--- src/rtl/fp16_pkg.sv ---
// Shared binary16 constants, state encoding and internal unpacked number form
// used by the iterative square and square-root datapaths.
package fp16_pkg;

  localparam logic [15:0]       FP16_QNAN = 16'h7E00;
  localparam logic [15:0]       FP16_PINF = 16'h7C00;
  localparam logic signed [6:0] FP16_BIAS = 7'sd15;
  localparam int                FP16_ITER = 11;

  typedef enum logic [1:0] {
    IDLE = 2'd0,
    MUL  = 2'd1,
    RND  = 2'd2,
    DONE = 2'd3
  } sq_state_e;

  typedef struct packed {
    logic              sign;
    logic signed [6:0] exp;
    logic [10:0]       mant;
  } fp_unpacked_t;

  // Normal operands only: unbiased exponent plus mantissa with hidden bit.
  function automatic fp_unpacked_t fp16_unpack(input logic [15:0] x);
    fp_unpacked_t u;
    u.sign = x[15];
    u.exp  = $signed({2'b00, x[14:10]}) - FP16_BIAS;
    u.mant = {1'b1, x[9:0]};
    return u;
  endfunction

endpackage

--- src/rtl/fp16_square_iter_if.sv ---
// Start/valid request-result bundle shared by the iterative FP16 units.
interface fp16_square_iter_if;
  logic        start;
  logic [15:0] a;
  logic        busy;
  logic        valid;
  logic [15:0] result;
  logic        ovf;
  logic        unf;

  modport master (output start, a, input busy, valid, result, ovf, unf);
  modport slave  (input start, a, output busy, valid, result, ovf, unf);
endinterface

--- src/rtl/fp16_round_pack.sv ---
// Rounds (RNE) and packs an unbiased exponent plus 11-bit normalized mantissa
// into binary16, denormalizing or saturating to infinity as needed.
module fp16_round_pack
  import fp16_pkg::*;
(
  input  logic              sign,
  input  logic signed [6:0] er,
  input  logic [10:0]       mant,
  input  logic              guard,
  input  logic              sticky,
  output logic [15:0]       res,
  output logic              ovf,
  output logic              unf
);
  logic signed [6:0] biased_s;
  logic [3:0]        shamt_s;
  logic [27:0]       ext_s;
  logic [10:0]       m_s;
  logic              g_s, s_s, inc_s;
  logic [4:0]        exp_s;
  logic [14:0]       mag_s;

  // Denormalize, round to nearest even, and let mantissa carry bump the exponent.
  always_comb begin
    biased_s = er + FP16_BIAS;
    shamt_s  = 4'd0;
    ext_s    = 28'd0;
    m_s      = mant;
    g_s      = guard;
    s_s      = sticky;
    exp_s    = 5'd0;
    inc_s    = 1'b0;
    mag_s    = 15'd0;
    res      = 16'h0000;
    ovf      = 1'b0;
    unf      = 1'b0;
    if (biased_s >= 7'sd31) begin
      res = {sign, FP16_PINF[14:0]};
      ovf = 1'b1;
    end else begin
      if (biased_s <= 7'sd0) begin
        // 1-B stays within 1..14, so 16 spare low bits catch everything shifted out.
        shamt_s = 4'd1 - biased_s[3:0];
        ext_s   = {mant, guard, 16'd0} >> shamt_s;
        m_s     = ext_s[27:17];
        g_s     = ext_s[16];
        s_s     = sticky | (|ext_s[15:0]);
        exp_s   = 5'd0;
      end else begin
        m_s   = mant;
        g_s   = guard;
        s_s   = sticky;
        exp_s = biased_s[4:0];
      end
      inc_s = g_s & (s_s | m_s[0]);
      mag_s = {exp_s, m_s[9:0]} + {14'd0, inc_s};
      res   = {sign, mag_s};
      ovf   = &mag_s[14:10];
      unf   = ~|mag_s[14:10];
    end
  end
endmodule

--- src/rtl/fp16_special_detector.sv ---
// Classifies a binary16 value by its exponent and fraction fields.
module fp16_special_detector (
  input  logic [4:0] exp_field,
  input  logic [9:0] frac_field,
  output logic       is_nan,
  output logic       is_inf,
  output logic       is_sub,
  output logic       is_norm
);
  logic exp_max_s, exp_min_s, frac_nz_s;

  assign exp_max_s = &exp_field;
  assign exp_min_s = ~|exp_field;
  assign frac_nz_s = |frac_field;

  assign is_nan  = exp_max_s & frac_nz_s;
  assign is_inf  = exp_max_s & ~frac_nz_s;
  assign is_sub  = exp_min_s & frac_nz_s;
  assign is_norm = ~exp_max_s & ~exp_min_s;
endmodule

--- src/rtl/fp16_square_iter.sv ---
// Iterative binary16 squarer: shift-add mantissa multiply over ITER cycles,
// then one round/pack cycle. Specials resolve directly from IDLE.
module fp16_square_iter
  import fp16_pkg::*;
#(
  parameter int ITER = FP16_ITER
) (
  input logic               clk,
  input logic               rst,
  fp16_square_iter_if.slave bus
);
  sq_state_e         state_r, state_nx_s;
  fp_unpacked_t      op_r, unp_s;
  logic [21:0]       p_r, p_step_s;
  logic [11:0]       sum_s;
  logic [3:0]        cnt_r;
  logic              is_nan_s, is_inf_s, is_sub_s, is_norm_s;
  logic [15:0]       special_s;
  logic signed [6:0] er_s;
  logic [10:0]       rnd_mant_s;
  logic              rnd_guard_s, rnd_sticky_s;
  logic [15:0]       rp_res_s;
  logic              rp_ovf_s, rp_unf_s;
  logic              busy_nx_s, valid_nx_s, busy_r, valid_r;
  logic [15:0]       result_r;
  logic              ovf_r, unf_r;

  fp16_special_detector u_detect (
    .exp_field (bus.a[14:10]),
    .frac_field(bus.a[9:0]),
    .is_nan    (is_nan_s),
    .is_inf    (is_inf_s),
    .is_sub    (is_sub_s),
    .is_norm   (is_norm_s)
  );

  assign unp_s     = fp16_unpack(bus.a);
  assign special_s = is_nan_s ? FP16_QNAN : (is_inf_s ? FP16_PINF : 16'h0000);

  assign sum_s    = {1'b0, p_r[21:11]} + {1'b0, op_r.mant};
  assign p_step_s = p_r[0] ? {sum_s, p_r[10:1]} : {1'b0, p_r[21:1]};

  // Product in [2^20, 2^22): bit 21 selects the extra exponent step.
  assign er_s         = op_r.exp + op_r.exp + $signed({6'd0, p_r[21]});
  assign rnd_mant_s   = p_r[21] ? p_r[21:11] : p_r[20:10];
  assign rnd_guard_s  = p_r[21] ? p_r[10] : p_r[9];
  assign rnd_sticky_s = p_r[21] ? (|p_r[9:0]) : (|p_r[8:0]);

  fp16_round_pack u_round (
    .sign  (op_r.sign),
    .er    (er_s),
    .mant  (rnd_mant_s),
    .guard (rnd_guard_s),
    .sticky(rnd_sticky_s),
    .res   (rp_res_s),
    .ovf   (rp_ovf_s),
    .unf   (rp_unf_s)
  );

  // State register
  always_ff @(posedge clk) begin
    if (rst) state_r <= IDLE;
    else     state_r <= state_nx_s;
  end

  // Next-state logic; start outside IDLE is ignored
  always_comb begin
    state_nx_s = state_r;
    case (state_r)
      IDLE: begin
        if (bus.start) state_nx_s = is_norm_s ? MUL : DONE;
        else           state_nx_s = IDLE;
      end
      MUL: begin
        if (cnt_r == 4'(ITER - 1)) state_nx_s = RND;
        else                       state_nx_s = MUL;
      end
      RND:     state_nx_s = DONE;
      DONE:    state_nx_s = IDLE;
      default: state_nx_s = IDLE;
    endcase
  end

  // Output decode from the next state, registered below
  always_comb begin
    busy_nx_s  = (state_nx_s != IDLE);
    valid_nx_s = (state_nx_s == DONE);
  end

  // Handshake output registers
  always_ff @(posedge clk) begin
    if (rst) begin
      busy_r  <= 1'b0;
      valid_r <= 1'b0;
    end else begin
      busy_r  <= busy_nx_s;
      valid_r <= valid_nx_s;
    end
  end

  // Operand, product, iteration counter and result registers
  always_ff @(posedge clk) begin
    if (rst) begin
      op_r     <= '0;
      p_r      <= 22'd0;
      cnt_r    <= 4'd0;
      result_r <= 16'h0000;
      ovf_r    <= 1'b0;
      unf_r    <= 1'b0;
    end else begin
      case (state_r)
        IDLE: begin
          if (bus.start) begin
            cnt_r <= 4'd0;
            if (is_norm_s) begin
              // Product sign is a^a: a square is never negative.
              op_r <= '{sign: unp_s.sign ^ unp_s.sign, exp: unp_s.exp, mant: unp_s.mant};
              p_r  <= {11'd0, unp_s.mant};
            end else begin
              result_r <= special_s;
              ovf_r    <= 1'b0;
              unf_r    <= is_sub_s;
            end
          end
        end
        MUL: begin
          p_r   <= p_step_s;
          cnt_r <= cnt_r + 4'd1;
        end
        RND: begin
          result_r <= rp_res_s;
          ovf_r    <= rp_ovf_s;
          unf_r    <= rp_unf_s;
        end
        default: ;
      endcase
    end
  end

  assign bus.busy   = busy_r;
  assign bus.valid  = valid_r;
  assign bus.result = result_r;
  assign bus.ovf    = ovf_r;
  assign bus.unf    = unf_r;
endmodule
--- src/flat_wrapper.sv ---
// flat-port wrapper written by rule: the top's interface ports become plain ports
module fp16_square_iter_flat import fp16_pkg::*;
#(
  parameter int ITER = FP16_ITER
)
  (clk, rst, bus_start, bus_a, bus_busy, bus_valid, bus_result, bus_ovf, bus_unf);
  fp16_square_iter_if bus_i ();
  input logic clk;
  input logic rst;
  input wire logic [$bits(bus_i.start)-1:0] bus_start;
  input wire logic [$bits(bus_i.a)-1:0] bus_a;
  output wire logic [$bits(bus_i.busy)-1:0] bus_busy;
  output wire logic [$bits(bus_i.valid)-1:0] bus_valid;
  output wire logic [$bits(bus_i.result)-1:0] bus_result;
  output wire logic [$bits(bus_i.ovf)-1:0] bus_ovf;
  output wire logic [$bits(bus_i.unf)-1:0] bus_unf;
  assign bus_i.start = bus_start;
  assign bus_i.a = bus_a;
  assign bus_busy = bus_i.busy;
  assign bus_valid = bus_i.valid;
  assign bus_result = bus_i.result;
  assign bus_ovf = bus_i.ovf;
  assign bus_unf = bus_i.unf;
  fp16_square_iter #(.ITER(ITER)) u_core (.clk(clk), .rst(rst), .bus(bus_i));
endmodule
--- config.mk ---
export PLATFORM = sky130hd
export DESIGN_NAME = fp16_square_iter_flat
export DESIGN_NICKNAME = d
export VERILOG_FILES = /design/src/rtl/fp16_pkg.sv /design/src/rtl/fp16_square_iter_if.sv /design/src/rtl/fp16_round_pack.sv /design/src/rtl/fp16_special_detector.sv /design/src/rtl/fp16_square_iter.sv /design/src/flat_wrapper.sv
export SDC_FILE = /design/constraint.sdc
export NUM_CORES = 1
export LEC_CHECK = 0
export CAP_MARGIN = 25
export CORE_ASPECT_RATIO = 1.4
export CORE_MARGIN = 8
export CORE_UTILIZATION = 50
export DETAILED_ROUTE_END_ITERATION = 10
export PLACE_DENSITY_LB_ADDON = 0.12
export SETUP_SLACK_MARGIN = 0.1
export SYNTH_ARGS = -nofsm -noshare
export SYNTH_HDL_FRONTEND = slang
export SYNTH_SLANG_ARGS = --single-unit
--- constraint.sdc ---
create_clock -name clk -period 5.5 [get_ports clk]
set_input_delay 0.825 -clock clk [delete_from_list [all_inputs] [get_ports clk]]
set_output_delay 0.825 -clock clk [all_outputs]
set_load 0.05 [all_outputs]
* After elaboration in Yosys (flattened, before gate mapping)
Index checks and enable logic that the tools add are counted.
** Storage, ports and cells
- Register bits after elaboration :: 66
- Output and inout bits :: 20
** Operators by class
- $add $sub $neg :: 8
- $lt $le $gt $ge :: 2
- Equality and inequality tests :: 8
- Shift operators :: 1
- Muxes and demuxes :: 35
- Bitwise operators :: 9
- Reductions and logical operators :: 18
** Operators by type and width (number)
- 22-bit two-way mux :: 3
- 16-bit two-way mux :: 3
- 22-bit one-hot mux with 2 select lines :: 1
- 16-bit one-hot mux with 2 select lines :: 1
- 15-bit two-way mux :: 2
- 28-bit by 4-bit right shift with 27-bit output :: 1
- 10-bit two-way mux :: 2
- 10-bit OR reduction :: 2
- 16-bit OR reduction :: 1
- 15-bit by 1-bit adder with 15-bit output :: 1
- 11-bit by 11-bit adder with 12-bit output :: 1
- 1-bit two-way mux :: 12
- 11-bit two-way mux :: 1
- 5-bit two-way mux :: 2
- 5-bit AND reduction :: 2
- 5-bit OR reduction :: 2
- 3-bit AND reduction :: 3
- 9-bit OR reduction :: 1
- 2-bit one-hot mux with 4 select lines :: 1
- 4-bit one-hot mux with 2 select lines :: 1
- 7-bit by 2-bit adder with 7-bit output :: 1
- 7-bit by 5-bit adder with 7-bit output, second input constant :: 1
- 7-bit adder :: 1
- 7-bit by 6-bit greater-or-equal comparator with 1-bit output, second input constant :: 1
- 19 further kinds :: 34

* Logic depth before layout (Yosys ltp)
- Word-level depth :: 16
- Gate-level depth with buffers :: 23

* Modules after synthesis
A second synthesis with hierarchy kept.
** Unflattened totals
- Cells, all modules :: 620
- Area total of the unflattened synthesis :: 4992.3 um^2
** Modules (own cells, without submodules)
- fp16_square_iter :: times used 1, cells each 389, area an instance 3243.1 um^2, seq. area each 1301.2 um^2
- fp16_round_pack :: times used 1, cells each 221, area an instance 1667.8 um^2, seq. area each 0.0 um^2
- fp16_special_detector :: times used 1, cells each 10, area an instance 81.3 um^2, seq. area each 0.0 um^2

* Least setup slack after synthesis
No wires, ideal clock.
- Path type :: register to register
- From :: register u_core.p_r[21]
- To :: register u_core.result_r[14], in the netlist u_core.bus.result[14]
- Library setup time :: 70 ps
- Data arrival time :: 4681 ps
- Required time :: 5430 ps
- Slack :: 748 ps
- Cell stages (with the launch flop) :: 23
- Path buffers :: 7
- Cell sequence :: dfxtp_1 > buf_6 > inv_2 > clkbuf_1 > ha_1 > buf_2 > buf_4 > buf_4 > inv_1 > ha_1 > clkbuf_1 > clkbuf_1 > o311ai_0 > a31o_2 > ha_1 > inv_1 > a2111oi_2 > nand2_1 > o21ai_1 > nand3_2 > xnor2_1 > a211o_1 > a21oi_1
** On the way
- Longest elaborated chain between the ends :: 13
- Elaborated cells on any way between the ends :: 24
** RTL lines
- start: declaration :: line fp16_square_iter.sv:14 : logic [21:0] p_r, p_step_s;
- start signal: assignment :: line fp16_square_iter.sv:118 : p_r <= {11'd0, unp_s.mant};
- start signal: assignment :: line fp16_square_iter.sv:127 : p_r <= p_step_s;
- 7-bit by 2-bit adder with 7-bit output :: line fp16_square_iter.sv:44 : assign er_s = op_r.exp + op_r.exp + $signed({6'd0, p_r[21]});
- 7-bit by 5-bit adder with 7-bit output :: line fp16_round_pack.sv:25 : biased_s = er + FP16_BIAS;
- 1-bit by 4-bit subtractor with 4-bit output :: line fp16_round_pack.sv:43 : shamt_s = 4'd1 - biased_s[3:0];
- 28-bit by 4-bit right shift with 27-bit output :: line fp16_round_pack.sv:44 : ext_s = {mant, guard, 16'd0} >> shamt_s;
- 16-bit OR reduction :: line fp16_round_pack.sv:47 : s_s = sticky | (|ext_s[15:0]);
- 1-bit OR :: line fp16_round_pack.sv:47
- 1-bit two-way mux :: line fp16_round_pack.sv:41 : if (biased_s <= 7'sd0) begin
- 1-bit two-way mux :: line fp16_round_pack.sv:37 : if (biased_s >= 7'sd31) begin
- 1-bit OR :: line fp16_round_pack.sv:55 : inc_s = g_s & (s_s | m_s[0]);
- 1-bit bitwise AND :: line fp16_round_pack.sv:55
- 15-bit by 1-bit adder with 15-bit output :: line fp16_round_pack.sv:56 : mag_s = {exp_s, m_s[9:0]} + {14'd0, inc_s};
- 15-bit two-way mux (*) :: line fp16_round_pack.sv:37
- 16-bit one-hot mux with 2 select lines (*) :: line fp16_square_iter.sv:111 : case (state_r)
- end signal: assignment :: line fp16_square_iter.sv:120 : result_r <= special_s;
- end signal: assignment :: line fp16_square_iter.sv:131 : result_r <= rp_res_s;
- end: declaration :: line fp16_square_iter.sv:25 : logic [15:0] result_r;
Every way passes the cells marked *; elsewhere a longest branch is shown, timed or not. The select of a mux whose other input is x is not followed.
A chain may end at the register's enable or synchronous reset.

* Worst setup path in the final report
Same ends and word-level chain as after synthesis.

==> out/results.md <==
| Result | This run |
| --- | --- |
| Top flip-flop cell by instance count after synthesis | dfxtp_1 |
| Data arrival time of the critical path | 5.10 ns |
| Worst hold path startpoint | u_core.bus.result[14]$_SDFFE_PP0P_ |
| Mapped Cells | 595 |
| Transition time of the tightest slew-check pin | 1.00 ns |
| Post-CTS Setup Inserts | 0 |
| Clock network latency to the later pin of the worst-skew pair | 0.33 ns |
| Total non-filler cell area in the finished layout | 5380 um2 |
| Worst reg2reg path depth | 17 |
| Nets in the synthesized netlist | 637 |
| Max-slew violation count | 0 |
| Final worst setup slack | 0.658 ns |
| Largest vdd supply drop | 0.000265 V |
| Wire length of the first global-routing pass | 20.5 mm |
| Ratio of final minimum period to clock period | 88.0% |
| Vias per cell | 6.14 |
| Area of the core | 9030 um2 |
| Instance count after placement with tap cells included | 704 |
| Clock Sink Count | 64 |
| Global-route congestion overflow total | 0 |
| Critical path's largest stage delay | 0.53 ns |
| Antenna cells | 0 |
| Setup repair after global routing missed its margin | false |
| Net count of the finished layout | 650 |
| Endpoint of the worst-slack reg-to-reg timing path | u_core.bus.result[14]$_SDFFE_PP0P_ |
| Effective utilization at floorplan | 51.5% |
| Maximum number of pins on one net before global-route repair | 56 |
| Clock-pin transition on the worst setup and hold timing paths | 0.06 ns |
| Average wire per standard cell | 17.2 um |
| Total power | 1.47 mW |
| Power share of the clock group | 43.0% |
| Crit-path most repeated cell | ha_1 |
| Switching power share of the total | 30.4% |
| Worst slack at placement | 0.683 ns |
| Antenna Nets Post-Route | 0 |
| Count of distinct cell types in the synthesized netlist | 74 |
| Post-layout util | 59.6% |
| Kind of launch point of the worst setup path | flip-flop |
| Status | completed |
| Proportion of synthesized flip-flops having asynchronous set or reset | 0% |
| Dominant delay contributor by cell family on the critical path | compound AO/OA/AOI/OAI gates |
| Hold endpoint | u_core.bus.result[14]$_SDFFE_PP0P_ |
| R2r setup slk | 0.66 ns |
| Worst Clk Skew | 0.00334 ns |
| Cell area after synthesis | 4650 um2 |
| IO buf count | 36 |
| Fin Hold WS | 0.455 ns |
| Sequential area share after synthesis | 27.6% |
| Number of hold-slack violations in the final timing report | 0 |
| Vertical extent of the die | 130 um |
| Setup Total Neg Slack | 0 ns |
| CTS hold repair buffers | 0 |
| Count of cells along the worst hold path | 2 |
| Worst EP required | 5.76 ns |
| Number of antenna violations at the first check in global routing | 0 |
| Static power due to leakage | 2.02 nW |
| Dpl cell area | 5050 um2 |
| DRC violation total after the first TritonRoute iteration | 313 |
| Critical Path Fanout Max | 10 |
| DRT Pass-1 Iters | 4 |
| Launching point of the worst reg2reg path | u_core.p_r[21]$_SDFFE_PP0P_ |
| Last weighted congestion value of the routability-driven placer | 0.884 |
| Category of the most critical setup path | flip-flop to flip-flop |
| CTS tree | built |
| Psw | 0.448 mW |
| Ports placed on the boundary | 39 |
| Via total after detailed routing | 4,421 |
| Max-cap violations | 0 |
| Count of flip-flops with a built-in enable after synthesis | 0 |
| Gr usage total | 19.3% |
| Number of buffers on the longest clock path | 2 |
| Clock Tree Root | clkbuf_16 |
| Slowest stage cell on the critical path | xor3_1 |
| Area occupied by multi-input gates | 3120 um2 |
| DIE WIDTH | 97.5 um |
| Sequential share of power | 35.4% |
| Fill cell count | 816 |
| WP buf/inv | 3 |
| Full die area | 12,700 um2 |
| Fmax | 0.207 GHz |
| Worst slew margin | 33.3% |
| Placed wire-length estimate after detailed placement | 9.09 mm |
| CTS-repair resized insts | 0 |
| Cell breakdown of the critical path | inv_2 > ha_1 > xor2_1 > inv_2 > ha_1 > xor3_1 > o311ai_0 > a31o_2 > ha_1 > inv_1 > a2111oi_2 > nand2_1 > o21ai_1 > nand3_2 > xnor2_1 > a211o_1 > a21oi_1 |
| Power Internal | 1.03 mW |
| Fraction of final layout cells with drive strength greater than 1 | 8.48% |
| Final Non-Filler Cells | 720 |
| Final critical delay including setup and external delays | 4.84 ns |
| CTS HTree Levels | 3 |
| Mean cell area of the mapped netlist | 7.81 um2 |
| Total setup violations reported at the end of the flow | 0 |
| Routed Wire Length | 12.4 mm |
| Type of the tightest min-delay check | flip-flop to flip-flop |
| Share of power burned in combinational logic | 21.6% |
| Site Rows | 41 |
| Clock buffers created by TritonCTS | 9 |
| Number of register bits inferred by synthesis | 64 |
| Number of warnings reported in the yosys synthesis log | 0 |
| Worst setup EP type | flip-flop |
| Area of all sequential standard cells | 1280 um2 |
| Layout-stage area growth over the synthesis result | 15.8% |
| Vias in the first global route | 4,277 |
| Remaining design rule violation count | 0 |
| Power per Cell Area | 274 nW/um2 |
==> power groups by stage <==
stage	Sequential, mW	Clock (mW)	Combinational [mW]
final	0.521	0.634	0.318
after global routing	0.525	0.663	0.351
after CTS	0.521	0.641	0.317
after detailed placement	0.531	0	0.313
after floorplan	0.522	0	0.238
after global placement	0.529	0	0.302
==> logic make-up (layout without fill, tap and decap cells) <==
logic type | after synthesis | count (layout) | share of synthesized area [%]
DFF | 64 | 64 | 27.6
xor gates and xnor gates | 28 | 28 | 6.09
buffers and inverters | 61 | 79 | 5.44
adders and majority gates | 23 | 23 | 6.35
and+or+nand+nor | 223 | 223 | 23.8
AOI/OAI and AO/OA | 167 | 167 | 24.2
muxes | 28 | 28 | 6.52
other | 1 | 1 | 0.0807
==> layout by cell type (no fill, tap or decap), types with 8 or more instances in the layout <==
cell type / Yosys / routed
nor3_1: 9 / 8
inv_1: 18 / 18
nand3_1: 23 / 23
a211oi_1: 16 / 16
nand2_1: 74 / 74
dfxtp_1: 64 / 64
o21ai_0: 22 / 22
a21oi_1: 37 / 37
a31oi_1: 21 / 20
a22oi_1: 12 / 12
clkdlybuf4s50_1: 0 / 35
clkbuf_16: 0 / 9
xnor2_1: 21 / 21
nor2_1: 58 / 58
ha_1: 22 / 22
mux2i_1: 19 / 19
==> worst min-delay path: cells and delay by family, from the launching register on <==
family | cells | cell delay, ns
DFF | 1 | 0.31
AOI/OAI and AO/OA | 1 | 0.05
and+or+nand+nor | 1 | 0.05
==> registers in the layout (all words and copies together), names as in the netlist <==
signal and count:
u_core.bus.busy 1, u_core.bus.ovf 1, u_core.bus.result 15, u_core.bus.unf 1, u_core.bus.valid 1, u_core.cnt_r 4
u_core.op_r 17, u_core.p_r 22, u_core.state_r 2
==> worst max-delay path by stage <==
stage / slack [ns] / to / cells past startpoint / startpoint
after floorplan: 0.75 / u_core.bus.result[14]$_SDFFE_PP0P_ / 22 / u_core.p_r[21]$_SDFFE_PP0P_
after global placement: 0.77 / u_core.bus.result[14]$_SDFFE_PP0P_ / 17 / u_core.p_r[21]$_SDFFE_PP0P_
after detailed placement: 0.68 / u_core.bus.result[14]$_SDFFE_PP0P_ / 17 / u_core.p_r[21]$_SDFFE_PP0P_
after CTS: 0.66 / u_core.bus.result[14]$_SDFFE_PP0P_ / 17 / u_core.p_r[21]$_SDFFE_PP0P_
after global routing: 0.33 / u_core.bus.result[14]$_SDFFE_PP0P_ / 17 / u_core.p_r[21]$_SDFFE_PP0P_
final: 0.66 / u_core.bus.result[14]$_SDFFE_PP0P_ / 17 / u_core.p_r[21]$_SDFFE_PP0P_
==> area by class of cell <==
class	instances	share of cell area, %
clock buffers	10	4.44
clock inverters	6	1.70
inverters	20	1.40
multi-input cells	470	58.1
flip-flops and latches	64	23.8
well taps	107	2.49
repair buffers	43	8.09
==> cells in the mapped netlist, drive strengths merged, types with 5 or more instances <==
cell type | instances | area [um2]
a22oi | 12 | 90.1
o21bai | 5 | 37.5
a21oi | 37 | 185
xnor2 | 22 | 200
dfxtp | 64 | 1280
nand2 | 74 | 278
nand4 | 7 | 50.1
a31oi | 21 | 131
mux2 | 8 | 90.1
a311oi | 6 | 52.6
nand2b | 6 | 37.5
nor3 | 11 | 77.6
or3 | 6 | 37.5
o21ai | 26 | 130
a21o | 6 | 45.0
nor4 | 7 | 43.8
ha | 22 | 275
nor2 | 58 | 218
mux2i | 19 | 190
buf | 9 | 57.6
nand3 | 24 | 125
a211oi | 17 | 133
inv | 20 | 75.1
clkbuf | 32 | 120
nor2b | 5 | 31.3
==> routing by layer <==
| layer | wire length (um) | up-vias | GRT usage, % |
|---|---|---|---|
| met4 | 184 | 0 | 5.72 |
| li1 | - | 2198 | - |
| met3 | 559 | 16 | 4.12 |
| met5 | 0 | - | 0 |
| met1 | 4980 | 2107 | 21.5 |
| met2 | 6640 | 100 | 35.9 |
No activity file was read; power rests on OpenSTA's default activity.
